## src/rtl/rvv_cfg_pkg.sv

```systemverilog
// Shared types and constants for the vector-configuration (vset*) unit.
// Holds the SEW / LMUL encodings, the request-kind and FSM-state enums, the
// vtype field positions, and a helper that reduces a (vsew, vlmul) pair to
// log2(SEW/LMUL).
package rvv_cfg_pkg;

  typedef enum logic [2:0] {
    SEW8  = 3'b000,
    SEW16 = 3'b001,
    SEW32 = 3'b010,
    SEW64 = 3'b011
  } sew_e;

  typedef enum logic [2:0] {
    LMUL1     = 3'b000,
    LMUL2     = 3'b001,
    LMUL4     = 3'b010,
    LMUL8     = 3'b011,
    LMUL_RSVD = 3'b100,
    LMUL1_8   = 3'b101,
    LMUL1_4   = 3'b110,
    LMUL1_2   = 3'b111
  } lmul_e;

  typedef enum logic [1:0] {
    KIND_VSETVLI  = 2'd0,
    KIND_VSETIVLI = 2'd1,
    KIND_VSETVL   = 2'd2,
    KIND_ILLEGAL  = 2'd3
  } cfg_kind_e;

  typedef enum logic [1:0] {
    ST_IDLE,
    ST_DRAIN,
    ST_CALC,
    ST_RESP
  } vcfg_state_e;

  // vtype field positions; bits [XLEN-2:VTYPE_RSVD_LSB] are reserved,
  // bit XLEN-1 is vill.
  localparam int VTYPE_VLMUL_LSB = 0;
  localparam int VTYPE_VSEW_LSB  = 3;
  localparam int VTYPE_VTA_BIT   = 6;
  localparam int VTYPE_VMA_BIT   = 7;
  localparam int VTYPE_RSVD_LSB  = 8;

  // Signed log2 of LMUL; the reserved encoding maps to 0 and is flagged
  // as illegal elsewhere.
  function automatic int lmul_log2(input logic [2:0] vlmul);
    case (lmul_e'(vlmul))
      LMUL1:   return 0;
      LMUL2:   return 1;
      LMUL4:   return 2;
      LMUL8:   return 3;
      LMUL1_8: return -3;
      LMUL1_4: return -2;
      LMUL1_2: return -1;
      default: return 0;
    endcase
  endfunction

  // log2(SEW/LMUL) up to a constant offset; equal values mean equal VLMAX.
  function automatic int ratio_log2(input logic [2:0] vsew, input logic [2:0] vlmul);
    return int'(vsew) - lmul_log2(vlmul);
  endfunction

endpackage

```

## src/rtl/rvv_vlmax_calc.sv

```systemverilog
// Combinational VLMAX calculator.
// VLMAX = (VLEN/SEW)*LMUL, computed as a single power of two.
// Ports:
//   vsew    [2:0]           vtype.vsew encoding
//   vlmul   [2:0]           vtype.vlmul encoding
//   vlmax   [log2(VLEN):0]  elements per register group (0 when illegal)
//   illegal                 unsupported SEW / LMUL combination
module rvv_vlmax_calc
  import rvv_cfg_pkg::*;
#(
  parameter int VLEN = 128,
  parameter int ELEN = 32
) (
  input  logic [2:0]           vsew,
  input  logic [2:0]           vlmul,
  output logic [$clog2(VLEN):0] vlmax,
  output logic                 illegal
);

  localparam int VLEN_LOG = $clog2(VLEN);
  localparam int ELEN_LOG = $clog2(ELEN);
  localparam logic [VLEN_LOG:0] VLMAX_ONE = 1;

  int sew_log;
  int lmul_log;
  int vlmax_log;

  // NOTE: every signal written here gets a value before any branch, so no
  // path through the block leaves it unassigned and no latch is inferred.
  always_comb begin
    sew_log   = int'(vsew) + 3;
    lmul_log  = lmul_log2(vlmul);
    vlmax_log = VLEN_LOG - sew_log + lmul_log;
    illegal   = 1'b0;
    vlmax     = '0;

    // Reserved vsew encodings (>= 4) also land here since sew_log > 6.
    if (sew_log > ELEN_LOG) illegal = 1'b1;
    if (vlmul == LMUL_RSVD) illegal = 1'b1;
    // Fractional LMUL: SEW must fit in ELEN*LMUL.
    if (lmul_log < 0 && sew_log > ELEN_LOG + lmul_log) illegal = 1'b1;

    if (!illegal) vlmax = VLMAX_ONE << vlmax_log;
  end

endmodule

```

## src/rtl/rvv_vcfg_unit.sv

```systemverilog
// Vector configuration unit executing vsetvli / vsetivli / vsetvl.
// A request is accepted in IDLE, waits in DRAIN for older vector uops,
// computes vl/vtype in CALC, and offers the result in RESP. The committed
// vl/vtype CSRs change only when the response handshake completes.
// Ports:
//   clk, rst                     clock, synchronous active-high reset
//   cfg_valid/cfg_ready          request handshake
//   cfg_kind, cfg_avl, cfg_vtype request fields; cfg_rs1_x0/cfg_rd_x0 flag x0 operands
//   drain_busy                   older vector uops still in flight
//   flush                        abort any pending request
//   resp_valid/resp_ready        response handshake
//   resp_rd_data, resp_rd_we     new vl and rd write enable
//   arch_vl, arch_vtype          committed CSR state
module rvv_vcfg_unit
  import rvv_cfg_pkg::*;
#(
  parameter int VLEN = 128,
  parameter int XLEN = 32,
  parameter int ELEN = 32
) (
  input  logic            clk,
  input  logic            rst,
  input  logic            cfg_valid,
  output logic            cfg_ready,
  input  logic [1:0]      cfg_kind,
  input  logic [XLEN-1:0] cfg_avl,
  input  logic [XLEN-1:0] cfg_vtype,
  input  logic            cfg_rs1_x0,
  input  logic            cfg_rd_x0,
  input  logic            drain_busy,
  input  logic            flush,
  output logic            resp_valid,
  input  logic            resp_ready,
  output logic [XLEN-1:0] resp_rd_data,
  output logic            resp_rd_we,
  output logic [XLEN-1:0] arch_vl,
  output logic [XLEN-1:0] arch_vtype
);

  localparam logic [XLEN-1:0] VTYPE_VILL = {1'b1, {(XLEN-1){1'b0}}};

  vcfg_state_e state_q, state_d;
  logic        accept, commit;

  // Captured request
  cfg_kind_e       kind_q;
  logic [XLEN-1:0] avl_q;
  logic [XLEN-2:0] vtype_q;
  logic            rs1_x0_q, rd_x0_q;

  // Computed result and committed state
  logic [XLEN-1:0] vl_q, new_vtype_q, arch_vl_q, arch_vtype_q;
  logic            rd_we_q;

  // The requested vill bit is never copied; vill is recomputed from scratch.
  logic unused_vill_src;
  assign unused_vill_src = cfg_vtype[XLEN-1];

  logic [$clog2(VLEN):0] vlmax;
  logic                  cfg_illegal;

  rvv_vlmax_calc #(.VLEN(VLEN), .ELEN(ELEN)) u_vlmax (
    .vsew   (vtype_q[VTYPE_VSEW_LSB +: 3]),
    .vlmul  (vtype_q[VTYPE_VLMUL_LSB +: 3]),
    .vlmax  (vlmax),
    .illegal(cfg_illegal)
  );

  always_comb begin
    state_d    = state_q;
    cfg_ready  = 1'b0;
    resp_valid = 1'b0;
    accept     = 1'b0;
    commit     = 1'b0;
    case (state_q)
      ST_IDLE: begin
        cfg_ready = 1'b1;
        if (cfg_valid && !flush) begin
          accept  = 1'b1;
          state_d = drain_busy ? ST_DRAIN : ST_CALC;
        end
      end
      ST_DRAIN: begin
        if (flush)            state_d = ST_IDLE;
        else if (!drain_busy) state_d = ST_CALC;
      end
      ST_CALC: begin
        state_d = flush ? ST_IDLE : ST_RESP;
      end
      ST_RESP: begin
        resp_valid = 1'b1;
        // Flush wins over a completing handshake: nothing is committed.
        if (flush) begin
          state_d = ST_IDLE;
        end else if (resp_ready) begin
          commit  = 1'b1;
          state_d = ST_IDLE;
        end
      end
      default: state_d = ST_IDLE;
    endcase
  end

  // vl / vtype computation from the captured request.
  logic [XLEN-1:0] avl_sel, vlmax_x, vl_calc, vtype_calc;
  logic            keep_vl, ratio_change, vill;

  always_comb begin
    keep_vl = (kind_q != KIND_VSETIVLI) && rs1_x0_q && rd_x0_q;
    if (kind_q == KIND_VSETIVLI || !rs1_x0_q) avl_sel = avl_q;
    else if (!rd_x0_q)                        avl_sel = '1;
    else                                      avl_sel = arch_vl_q;

    // Keeping vl is only meaningful if VLMAX is unchanged, i.e. the
    // SEW/LMUL ratio matches a valid committed vtype.
    ratio_change = keep_vl &&
                   (arch_vtype_q[XLEN-1] ||
                    ratio_log2(vtype_q[VTYPE_VSEW_LSB +: 3], vtype_q[VTYPE_VLMUL_LSB +: 3]) !=
                    ratio_log2(arch_vtype_q[VTYPE_VSEW_LSB +: 3], arch_vtype_q[VTYPE_VLMUL_LSB +: 3]));

    vill = cfg_illegal || (kind_q == KIND_ILLEGAL) ||
           (|vtype_q[XLEN-2:VTYPE_RSVD_LSB]) || ratio_change;

    vlmax_x    = XLEN'(vlmax);
    vl_calc    = (avl_sel < vlmax_x) ? avl_sel : vlmax_x;
    vtype_calc = {{(XLEN-VTYPE_RSVD_LSB){1'b0}}, vtype_q[VTYPE_RSVD_LSB-1:0]};
    if (vill) begin
      vl_calc    = '0;
      vtype_calc = VTYPE_VILL;
    end
  end

  // NOTE: sequential state uses non-blocking assignments so every register
  // samples pre-edge values regardless of statement order.
  always_ff @(posedge clk) begin
    if (rst) begin
      state_q      <= ST_IDLE;
      vl_q         <= '0;
      rd_we_q      <= 1'b0;
      new_vtype_q  <= VTYPE_VILL;
      arch_vl_q    <= '0;
      arch_vtype_q <= VTYPE_VILL;
    end else begin
      state_q <= state_d;
      if (state_q == ST_CALC && !flush) begin
        vl_q        <= vl_calc;
        rd_we_q     <= !rd_x0_q;
        new_vtype_q <= vtype_calc;
      end
      if (commit) begin
        arch_vl_q    <= vl_q;
        arch_vtype_q <= new_vtype_q;
      end
    end
  end

  // NOTE: the request capture registers carry no reset; they are only read
  // after an accept has loaded them, so resetting them buys nothing.
  always_ff @(posedge clk) begin
    if (accept) begin
      kind_q   <= cfg_kind_e'(cfg_kind);
      avl_q    <= cfg_avl;
      vtype_q  <= cfg_vtype[XLEN-2:0];
      rs1_x0_q <= cfg_rs1_x0;
      rd_x0_q  <= cfg_rd_x0;
    end
  end

  assign resp_rd_data = vl_q;
  assign resp_rd_we   = rd_we_q;
  assign arch_vl      = arch_vl_q;
  assign arch_vtype   = arch_vtype_q;

endmodule

```

## config.mk

```make
export PLATFORM = sky130hd
export DESIGN_NAME = rvv_vcfg_unit
export DESIGN_NICKNAME = d
export VERILOG_FILES = /design/src/rtl/rvv_cfg_pkg.sv /design/src/rtl/rvv_vlmax_calc.sv /design/src/rtl/rvv_vcfg_unit.sv
export SDC_FILE = /design/constraint.sdc
export NUM_CORES = 1
export LEC_CHECK = 0
export CAP_MARGIN = 25
export CORE_MARGIN = 10
export CORE_UTILIZATION = 40
export DETAILED_ROUTE_END_ITERATION = 10
export DONT_BUFFER_PORTS = 1
export SYNTH_ARGS = -nofsm -noshare
export SYNTH_HDL_FRONTEND = slang
export SYNTH_HIERARCHICAL = 1
export SYNTH_SLANG_ARGS = --single-unit
export TNS_END_PERCENT = 20
```

## constraint.sdc

```tcl
create_clock -name clk -period 24.1 [get_ports clk]
set_clock_uncertainty 0.15 [all_clocks]
set_input_delay 1.205 -clock clk [delete_from_list [all_inputs] [get_ports clk]]
set_output_delay 1.205 -clock clk [all_outputs]
set_load 0.02 [all_outputs]
```

==> impl_metrics.json <==
{
  "tightest_slew_ns": 0.946,
  "timing.slew.headroom_pct": 36.8,
  "clkSlewWorstSetupHoldPaths_ns": 0.06,
  "ios": 173,
  "worst-endpoint-arrival_ns": 6.90,
  "num_vias": 4838,
  "groute.layer.met3.usage_pct": 7.36,
  "switching_share_pct": 21.9,
  "postPlaceCellArea_um2": 7250,
  "filler_cell_count": 1599,
  "cts_repair_resize_count": 0,
  "htreeDepth": 4,
  "die-area_um2": 23600,
  "layout_worst_path_cycle_share_pct": 28.0,
  "synth_enable_flop_cells": 67,
  "met2_usage_pct": 21.4,
  "first_global_vias": 4765,
  "post_cts.repair.setup_buffers": 0,
  "grt_use_met1_pct": 16.5,
  "power.sequential.fraction_pct": 46.3,
  "globalRouteTotalUtil_pct": 13.9,
  "seq_area_frac_synth_pct": 52.0,
  "timing.setup.critical_path_class": "flop to flop",
  "avgViaCountPerCell": 5.28,
  "synth_cells": 687,
  "clock_insertion_delay_worst_skew_ns": 0.42,
  "most-common-layout-cells": "nand2_1, dfxtp_1, edfxtp_1",
  "final_wtd_congestion": 0.842,
  "detail-route-antenna-nets": 0,
  "firstDrtPassIters": 4,
  "cell_area_synth_um2": 7140,
  "synth.ff_latch_count": 152,
  "finalSetupViolCount": 0,
  "tritoncts": "yes",
  "dp.final_hpwl_um": 12600,
  "grt_setup_unrepaired": "false",
  "first_pass_grt_wire_length_um": 26500,
  "first_iter_violations": 247,
  "worstHoldPathType": "flop to flop",
  "power.share.clock_pct": 47.2,
  "busiest_layer_in_global_routing": "met2",
  "switching_power_mw": 0.132,
  "path_max_fanout": 18,
  "maximum_number_of_pins_on_one_net_before_global_route_repair": 68,
  "die_w_um": 154,
  "synth_area_per_cell_um2": 10.4,
  "p_per_area_nw_per_um2": 76.2,
  "largest_vdd_supply_drop_mv": 0.0577,
  "flow.area_growth_from_synthesis_pct": 10.6,
  "synth_cell_type_count": 55,
  "synth_warnings": 6,
  "required_ns": 24.25,
  "postLayoutCellArea_um2": 7900,
  "slew_viol_final": 0,
  "synth_top_flop_cell": "dfxtp_1",
  "reg2reg_setup_slack_ns": 17.35,
  "grt-ovfl-total": 0,
  "cts_max_path_buffers": 2,
  "async_flop_share_pct": 0,
  "initial_utilization_pct": 41.0,
  "outcome": "finished, final reports clean",
  "core_region_area_um2": 17400,
  "postLayoutSetupSlackWorst_ns": 17.35,
  "layout_commonest_cell": "nand2_1",
  "cts.sink_count": 152,
  "io_buffer_count": 0,
  "totalWireLength_um": 16900,
  "drc": 0,
  "cp-end-kind": "flop",
  "design.final.nets": 806,
  "die_h_um": 154,
  "cell_internal_power_mw": 0.470,
  "max_cap_violations": 0,
  "place_ws_ns": 17.48,
  "antenna_found_initial": 0,
  "tritoncts.num_buffers": 17,
  "hold_slack_ns": 0.304,
  "ctsRootBufferMaster": "clkbuf_16",
  "worstSetupStartpointType": "flop",
  "post_cts_hold_buffer_count": 0,
  "fp-row-count": 48,
  "power.static_leakage_nw": 2.78,
  "timing.final.hold_violations": 0,
  "final.setup.tns_ns": 0,
  "achievable-frequency_mhz": 148,
  "post-route-min-period_ns": 6.75,
  "combPwrFrac_pct": 6.5,
  "routedWlPerCell_um": 18.4,
  "antenna-diode-count": 0,
  "layout-drive-gt1-share_pct": 6.79
}
layer usage:
metal  up-vias  wire (µm)
met1      2300       7120
met4         0        202
met5         -          0
li1       2350          -
met2       173       7660
met3        15       1860
registers in the layout (all words and copies together) (netlist names):
name,cells
avl_q,32
new_vtype_q,9
rs1_x0_q,1
arch_vtype,9
resp_rd_we,1
kind_q,2
vtype_q,31
resp_rd_data,32
state_q,2
arch_vl,32
rd_x0_q,1
final cells by class:
| class | count | area [µm²] | share of cell area [%] |
|---|---|---|---|
| Clock buffer | 25 | 551 | 6.97 |
| Multi-Input combinational cell | 470 | 3100 | 39.3 |
| Tap cell | 225 | 282 | 3.56 |
| Clock inverter | 7 | 97.6 | 1.24 |
| Sequential cell | 152 | 3710 | 47.0 |
| Timing Repair Buffer | 4 | 27.5 | 0.348 |
| Inverter | 34 | 128 | 1.62 |
power groups by stage:
stage / combinational, mW / sequential, mW / clock, mW
6_report: 0.0394 / 0.279 / 0.284
5_1_grt: 0.0447 / 0.279 / 0.299
4_1_cts: 0.0394 / 0.279 / 0.289
3_5_place_dp: 0.0392 / 0.284 / 0
3_3_place_gp: 0.0369 / 0.284 / 0
2_1_floorplan: 0.0359 / 0.284 / 0
final timing paths:
check	from	to	cells past startpoint
max	vtype_q[1]	resp_rd_data[4]	16
min	new_vtype_q[7]	arch_vtype[7]	2
max reg2reg	vtype_q[1]	resp_rd_data[4]	16
min reg2reg	new_vtype_q[7]	arch_vtype[7]	2
stage by stage:
step,power (mW),cells,util (%)
6_report,0.602,917,45.4
3_5_place_dp,0.323,885,41.6
5_1_grt,0.623,917,45.4
4_1_cts,0.607,917,45.4
3_3_place_gp,0.321,884,41.6
2_1_floorplan,0.320,709,-
cells by family (layout without fill, tap and decap cells):
group | Yosys count | in the layout | synth area share (%)
AO/OA/AOI/OAI | 108 | 108 | 9.51
AND/OR/NAND/NOR | 258 | 258 | 18.4
adder cells (fa/ha/maj) | 53 | 53 | 10.5
flip-flops | 152 | 152 | 52.0
buffers and inverters | 87 | 70 | 5.90
other | 1 | 23 | 0.0525
multiplexers | 8 | 8 | 1.12
XOR/XNOR | 20 | 20 | 2.45
synth_stat cells, types with 9 or more instances:
cell type,number,share of area (%)
a21oi_1,51,3.6
and2_1,25,2.2
buf_4,23,2.4
clkbuf_1,28,1.5
dfxtp_1,85,24
edfxtp_1,67,28
fa_1,12,3.4
ha_1,41,7.2
inv_1,33,1.7
nand2_1,98,5.2
nand3b_1,11,1.2
nand4_1,16,1.4
nor2_1,39,2.0
nor3_1,9,0.63
nor4_1,27,2.4
o21ai_0,11,0.77
o21ai_1,15,1.1
xnor2_1,16,2.0
critical path: stages (launching register included):
cell and delay, ns:
edfxtp_1 0.62, o21a_1 0.74, ha_1 0.33, a21oi_1 0.16
fa_1 0.46, fa_1 0.51, or4b_4 0.47, a2111oi_4 0.41
nand4_1 0.15, nor4_1 0.41, inv_1 0.09, ha_1 0.26
or4_4 0.53, o41ai_2 0.36, o2111a_1 0.54, mux2i_1 0.32
o21ai_1 0.09
No activity file was read; power rests on OpenSTA's default activity.
